**config.mk**
```make
export PLATFORM = sky130hd
export DESIGN_NAME = rel_branch_resolve
export DESIGN_NICKNAME = d
export VERILOG_FILES = /design/src/rtl/rel_branch_resolve.sv
export SDC_FILE = /design/constraint.sdc
export NUM_CORES = 1
export LEC_CHECK = 0
export BUFFER_PORTS_ARGS = -buffer_cell sky130_fd_sc_hd__buf_4
export CELL_PAD_IN_SITES_DETAIL_PLACEMENT = 0
export CELL_PAD_IN_SITES_GLOBAL_PLACEMENT = 1
export CORE_MARGIN = 2
export CORE_UTILIZATION = 40
export DETAILED_ROUTE_END_ITERATION = 10
export PLACE_DENSITY = 0.87
export SLEW_MARGIN = 20
export SYNTH_ARGS = -nofsm -noshare
export SYNTH_HDL_FRONTEND = slang
export SYNTH_SLANG_ARGS = --single-unit
export TNS_END_PERCENT = 20
```
**constraint.sdc**
```tcl
create_clock -name clk -period 5.85 [get_ports clk]
set_input_delay 1.17 -clock clk [delete_from_list [all_inputs] [get_ports clk]]
set_output_delay 1.17 -clock clk [all_outputs]
set_load 0.1 [all_outputs]
```
**src/rtl/rel_branch_resolve.sv**
```systemverilog
// Conditional branch resolver: waits for comparator flags, evaluates the condition code,
// and holds the resolved next PC until fetch accepts it. A timeout resolves as not-taken with out_err.
module rel_branch_resolve #(
  parameter int WIDTH   = 32,
  parameter int TIMEOUT = 15
) (
  input  logic             clk,
  input  logic             rst,
  input  logic             cmp_valid,
  input  logic             cmp_res,
  input  logic             cmp_z,
  input  logic             cmp_n,
  input  logic             br_valid,
  output logic             br_ready,
  input  logic [2:0]       br_cond,
  input  logic [WIDTH-1:0] br_pc,
  input  logic [WIDTH-1:0] br_off,
  output logic             out_valid,
  input  logic             out_ready,
  output logic             out_taken,
  output logic [WIDTH-1:0] out_target,
  output logic             out_err
);

  typedef enum logic [1:0] {
    S_IDLE = 2'd0,
    S_WAIT = 2'd1,
    S_OUT  = 2'd2
  } state_t;

  localparam logic [7:0]       TIMEOUT_CNT = 8'(TIMEOUT);
  localparam logic [WIDTH-1:0] PC_STEP     = WIDTH'(4);

  state_t           state_q, state_d;
  logic             r_q, r_d;
  logic             z_q, z_d;
  logic             n_q, n_d;
  logic             flag_vld_q, flag_vld_d;
  logic [2:0]       cond_q, cond_d;
  logic [WIDTH-1:0] pc_q, pc_d;
  logic [WIDTH-1:0] off_q, off_d;
  logic [7:0]       cnt_q, cnt_d;
  logic             out_taken_q, out_taken_d;
  logic [WIDTH-1:0] out_target_q, out_target_d;
  logic             out_err_q, out_err_d;

  logic             eff_r, eff_z, eff_n;
  logic [2:0]       sel_cond;
  logic [WIDTH-1:0] sel_pc, sel_off;
  logic             res_taken;
  logic [WIDTH-1:0] res_target;
  logic [7:0]       cnt_inc;

  function automatic logic cond_true(input logic [2:0] c, input logic r, input logic z,
                                     input logic n);
    logic t;
    unique case (c)
      3'b000:  t = 1'b1;
      3'b001:  t = r;
      3'b010:  t = !r;
      3'b011:  t = z;
      3'b100:  t = !z;
      3'b101:  t = n;
      3'b110:  t = !n;
      default: t = 1'b0;
    endcase
    return t;
  endfunction

  // Same-cycle comparator flags take precedence over the stored copy.
  assign eff_r = cmp_valid ? cmp_res : r_q;
  assign eff_z = cmp_valid ? cmp_z   : z_q;
  assign eff_n = cmp_valid ? cmp_n   : n_q;

  // While idle the branch is resolved straight off the request ports, later from the captured copy.
  assign sel_cond   = (state_q == S_IDLE) ? br_cond : cond_q;
  assign sel_pc     = (state_q == S_IDLE) ? br_pc   : pc_q;
  assign sel_off    = (state_q == S_IDLE) ? br_off  : off_q;
  assign res_taken  = cond_true(sel_cond, eff_r, eff_z, eff_n);
  assign res_target = res_taken ? (sel_pc + sel_off) : (sel_pc + PC_STEP);
  assign cnt_inc    = cnt_q + 8'd1;

  // NOTE: every _d gets its hold value first so no path through the case infers a latch.
  always_comb begin
    state_d      = state_q;
    r_d          = r_q;
    z_d          = z_q;
    n_d          = n_q;
    flag_vld_d   = flag_vld_q;
    cond_d       = cond_q;
    pc_d         = pc_q;
    off_d        = off_q;
    cnt_d        = cnt_q;
    out_taken_d  = out_taken_q;
    out_target_d = out_target_q;
    out_err_d    = out_err_q;

    if (cmp_valid) begin
      r_d        = cmp_res;
      z_d        = cmp_z;
      n_d        = cmp_n;
      flag_vld_d = 1'b1;
    end

    unique case (state_q)
      S_IDLE: begin
        if (br_valid) begin
          cond_d = br_cond;
          pc_d   = br_pc;
          off_d  = br_off;
          if (br_cond == 3'b000 || br_cond == 3'b111 || flag_vld_q || cmp_valid) begin
            state_d      = S_OUT;
            out_taken_d  = res_taken;
            out_target_d = res_target;
            out_err_d    = 1'b0;
          end else begin
            state_d = S_WAIT;
            cnt_d   = 8'd0;
          end
        end
      end
      S_WAIT: begin
        if (cmp_valid) begin
          state_d      = S_OUT;
          out_taken_d  = res_taken;
          out_target_d = res_target;
          out_err_d    = 1'b0;
        end else begin
          cnt_d = cnt_inc;
          if (cnt_inc == TIMEOUT_CNT) begin
            state_d      = S_OUT;
            out_taken_d  = 1'b0;
            out_target_d = pc_q + PC_STEP;
            out_err_d    = 1'b1;
          end
        end
      end
      S_OUT: begin
        if (out_ready) state_d = S_IDLE;
      end
      default: state_d = S_IDLE;
    endcase
  end

  // NOTE: state updates use non-blocking assignments so every flop samples pre-edge values.
  always_ff @(posedge clk) begin
    if (rst) begin
      state_q      <= S_IDLE;
      r_q          <= 1'b0;
      z_q          <= 1'b0;
      n_q          <= 1'b0;
      flag_vld_q   <= 1'b0;
      cond_q       <= 3'b000;
      pc_q         <= '0;
      off_q        <= '0;
      cnt_q        <= 8'd0;
      out_taken_q  <= 1'b0;
      out_target_q <= '0;
      out_err_q    <= 1'b0;
    end else begin
      state_q      <= state_d;
      r_q          <= r_d;
      z_q          <= z_d;
      n_q          <= n_d;
      flag_vld_q   <= flag_vld_d;
      cond_q       <= cond_d;
      pc_q         <= pc_d;
      off_q        <= off_d;
      cnt_q        <= cnt_d;
      out_taken_q  <= out_taken_d;
      out_target_q <= out_target_d;
      out_err_q    <= out_err_d;
    end
  end

  assign br_ready   = (state_q == S_IDLE);
  assign out_valid  = (state_q == S_OUT);
  assign out_taken  = out_taken_q;
  assign out_target = out_target_q;
  assign out_err    = out_err_q;

endmodule

```
==> summary.md <==
| Metric | Value |
|---|---|
| Primary FF master, synth | dfxtp_1 |
| Data arrival, critical path | 5580 ps |
| Final setup fails | 0 |
| Mapped cell area | around 0.0087 mm² |
| Share of the synthesized area in the top cell type | 26.46% |
| Unrepaired setup endpoints after global routing | no |
| Hold Fails Final Rpt | 0 |
| CTS Buf Count | 17 |
| Overflow after GRT | 0 |
| Worst Hold Class | register to register |
| Metal2 WL | around 13 mm |
| Worst-margin pin slew | 1126 ps |
| Total length of routed met3 wires | ~1.6 mm |
| Post-layout minimum cycle time | 5218 ps |
| Top Metal Used | met4 |
| Max-cap violations | 0 |
| Max Clk Rate | between 150 and 200 MHz |
| Initial DRC count | 723 |
| Final Wtd Congestion | between 0.9 and 1 |
| Synth area leaders | dfxtp_1 (26%), nand2_1 (13%), a21oi_1 (8.2%) |
| P&R area growth vs syn | 17.79% |
| CTS max path bufs | 2 |
| Post-DRT Antenna Nets | 0 |
| Leak Pwr | 0.004364 µW |
| Post-CTS setup buffers | 0 |
| Status | complete, no violations |
| Die height | around 150 µm |
| Peak supply drop | between 200 and 250 µV |
| Vias | 8830 |
| First-pass DRT Iterations | 5 |
| Final setup TNS | 0 ps |
| Skew final | 8.054 ps |
| CP Capture Type | register |
| Post-DP HPWL | 19.55 mm |
| Nets@finish | approximately 1400 |
| Vias in the first global route | 8203 |
| WL final | roughly 27 mm |
| Crit start category | register |
| Syn Inst Count | about 1200 |
| Die area | approximately 0.023 mm² |
| Avg Synthesized Cell Area | between 7 and 8 µm² |
| Synth Register Bits | about 120 |
| Async S/R FF share, synth | 0% |
| Placed cell area | 0.009637 mm² |
| Drt drc | 0 |
| Final core occ | between 40 and 50% |
| Layout cells sized above 1 | 14.48% |
| Clock H-tree levels | 4 |
| Resize count post-CTS | 0 |
| Critical Path RT | a little over 6000 ps |
| Number of flops mapped to enable cells by yosys | 0 |
| Die Width | ~150 µm |
| Non-filler cells, final | between 1500 and 2000 |
| Kind of critical path | register to register |
| Largest net degree at the start of global routing | between 60 and 70 |
| Post-layout instance area | between 0.01 and 0.015 mm² |
| Worst-path clk slew | roughly 60 ps |
| First-pass GRT wire length | approximately 43 mm |
| Total power | about 4000 µW |
| Power Density | between 300 and 400 mW/mm² |
| CTS tree | done |
| Clock Sinks | between 100 and 150 |
| Worst-Skew Late Latency | about 430 ps |
| CTS root buffer | clkbuf_16 |
| Synth area leader | dfxtp_1 |
| Post-Synthesis Net Count | roughly 1300 |
| Worst Path Max Fanout | 39 |
| Crit share post-route | 89.19% |
| Total GRT Usage | between 20% and 30% |
| Port bufs | between 100 and 150 |
| Final Max Tran Viols | 0 |
| Core area | between 0.02 and 0.025 mm² |
| Slew HR | between 20% and 30% |
| Register area share after synthesis | about a quarter |
| Row count | 53 |
| IO Pins | between 100 and 150 |
| Routed WL per cell | around 17 µm |
| Starting Density | slightly above 40% |
| Count of hold-fix buffers inserted at cts | 0 |
| Dpl cells | between 1500 and 2000 |
| Netlist cell types | 80 |
| Synth warn | 0 |
| Initial antenna violation count | 0 |
| Ant. Diodes | 0 |
| M1 WL | 12.62 mm |
| Vias per cell | 5.639 |
kinds of logic (layout without fill, tap and decap cells):
logic type	Yosys count	in the layout	share of synthesized area, %
mux	50	50	5.910
simple gates	510	510	26.23
buf+inv	108	180	5.105
fa+ha+maj	32	32	4.630
compound gates	307	307	21.90
flops	115	115	26.46
xor+xnor	97	97	9.764
placed cells by master, fill, tap and decap left out, types with 17 or more instances in the layout:
master       n
and3_1      20
dfxtp_1    115
nand3_1     31
xnor2_1     65
mux2i_1     41
o211ai_1    18
o21ai_0     43
nand2_1    300
ha_1        29
a21oi_1    142
buf_4      123
nor2_1      73
xor2_1      32
a21o_1      18
inv_1       24
clkbuf_16   17
flip-flops by register name, summed over array words and instances (netlist names), 2 cells and up:
signal and cells:
out_target 32, cnt_q 8, pc_q 32, cond_q 3
off_q 32, state_q 2
metal layers:
layer  vias up  track usage (%)
met5         -                0
met2       294            39.21
met1      4142            33.57
li1       4360                -
met3        34            3.862
met4         0            6.028
power by group:
| group | internal [µW] | total, µW | switching, µW |
|---|---|---|---|
| Combinational | 608 | 1950 | 1340 |
| Sequential | 895 | 1000 | 110 |
| Clock | 690 | 1090 | 402 |
| Total | 2190 | 4040 | 1850 |
cells in the mapped netlist, types with 12 or more instances:
library cell and count:
mux2i_1 41, a21oi_1 142, o21ai_0 43, o211ai_1 18
nand2_1 301, inv_1 24, nand3_1 31, xor2_1 32
a21o_1 18, and3_1 20, nor3_1 12, clkbuf_1 58
a211oi_1 13, ha_1 29, xnor2_1 65, dfxtp_1 115
nor2_1 75
worst paths after layout:
kind / from / end / slack (ps) / cells after the start
worst min-delay path: off_q[27] / off_q[27] / 450 / 2
worst max-delay path: state_q[0] / out_target[26] / 630 / 16
worst max register to register: state_q[0] / out_target[26] / 630 / 16
worst min register to register: off_q[27] / off_q[27] / 450 / 2
final cells by class:
| type | instances | area [µm²] |
|---|---|---|
| multi-input combinational | 996 | 5968 |
| sequential | 115 | 2302 |
| inverter | 25 | 98.84 |
| clock inverter | 13 | 158.9 |
| timing repair buffer | 123 | 923.4 |
| clock buffer | 19 | 452.9 |
| tap | 275 | 344.1 |
| fill | 2129 | 10910 |
stage by stage:
| step | hold slack (ps) | setup WS, ps |
|---|---|---|
| 3_5_place_dp | 445.8 | 824.5 |
| 3_3_place_gp | 439.0 | 916.7 |
| 6_report | 453.8 | 632.4 |
| 5_1_grt | 468.2 | 303.1 |
| 2_1_floorplan | 427.0 | 736.0 |
| 4_1_cts | 453.9 | 764.2 |
critical path: stages (launching register included):
cell and delay [ps]:
dfxtp_1 770, or2_4 470, clkinv_4 360, mux2_2 400, ha_1 240, inv_1 80, fa_1 200, nor2b_1 70
o31a_1 260, o41ai_2 520, o211ai_1 280, o21ai_0 320, a21oi_1 260, o21ai_1 300, mux2_2 370, nand2_1 60
a32o_1 170
Power figures use the tool's default switching activity.
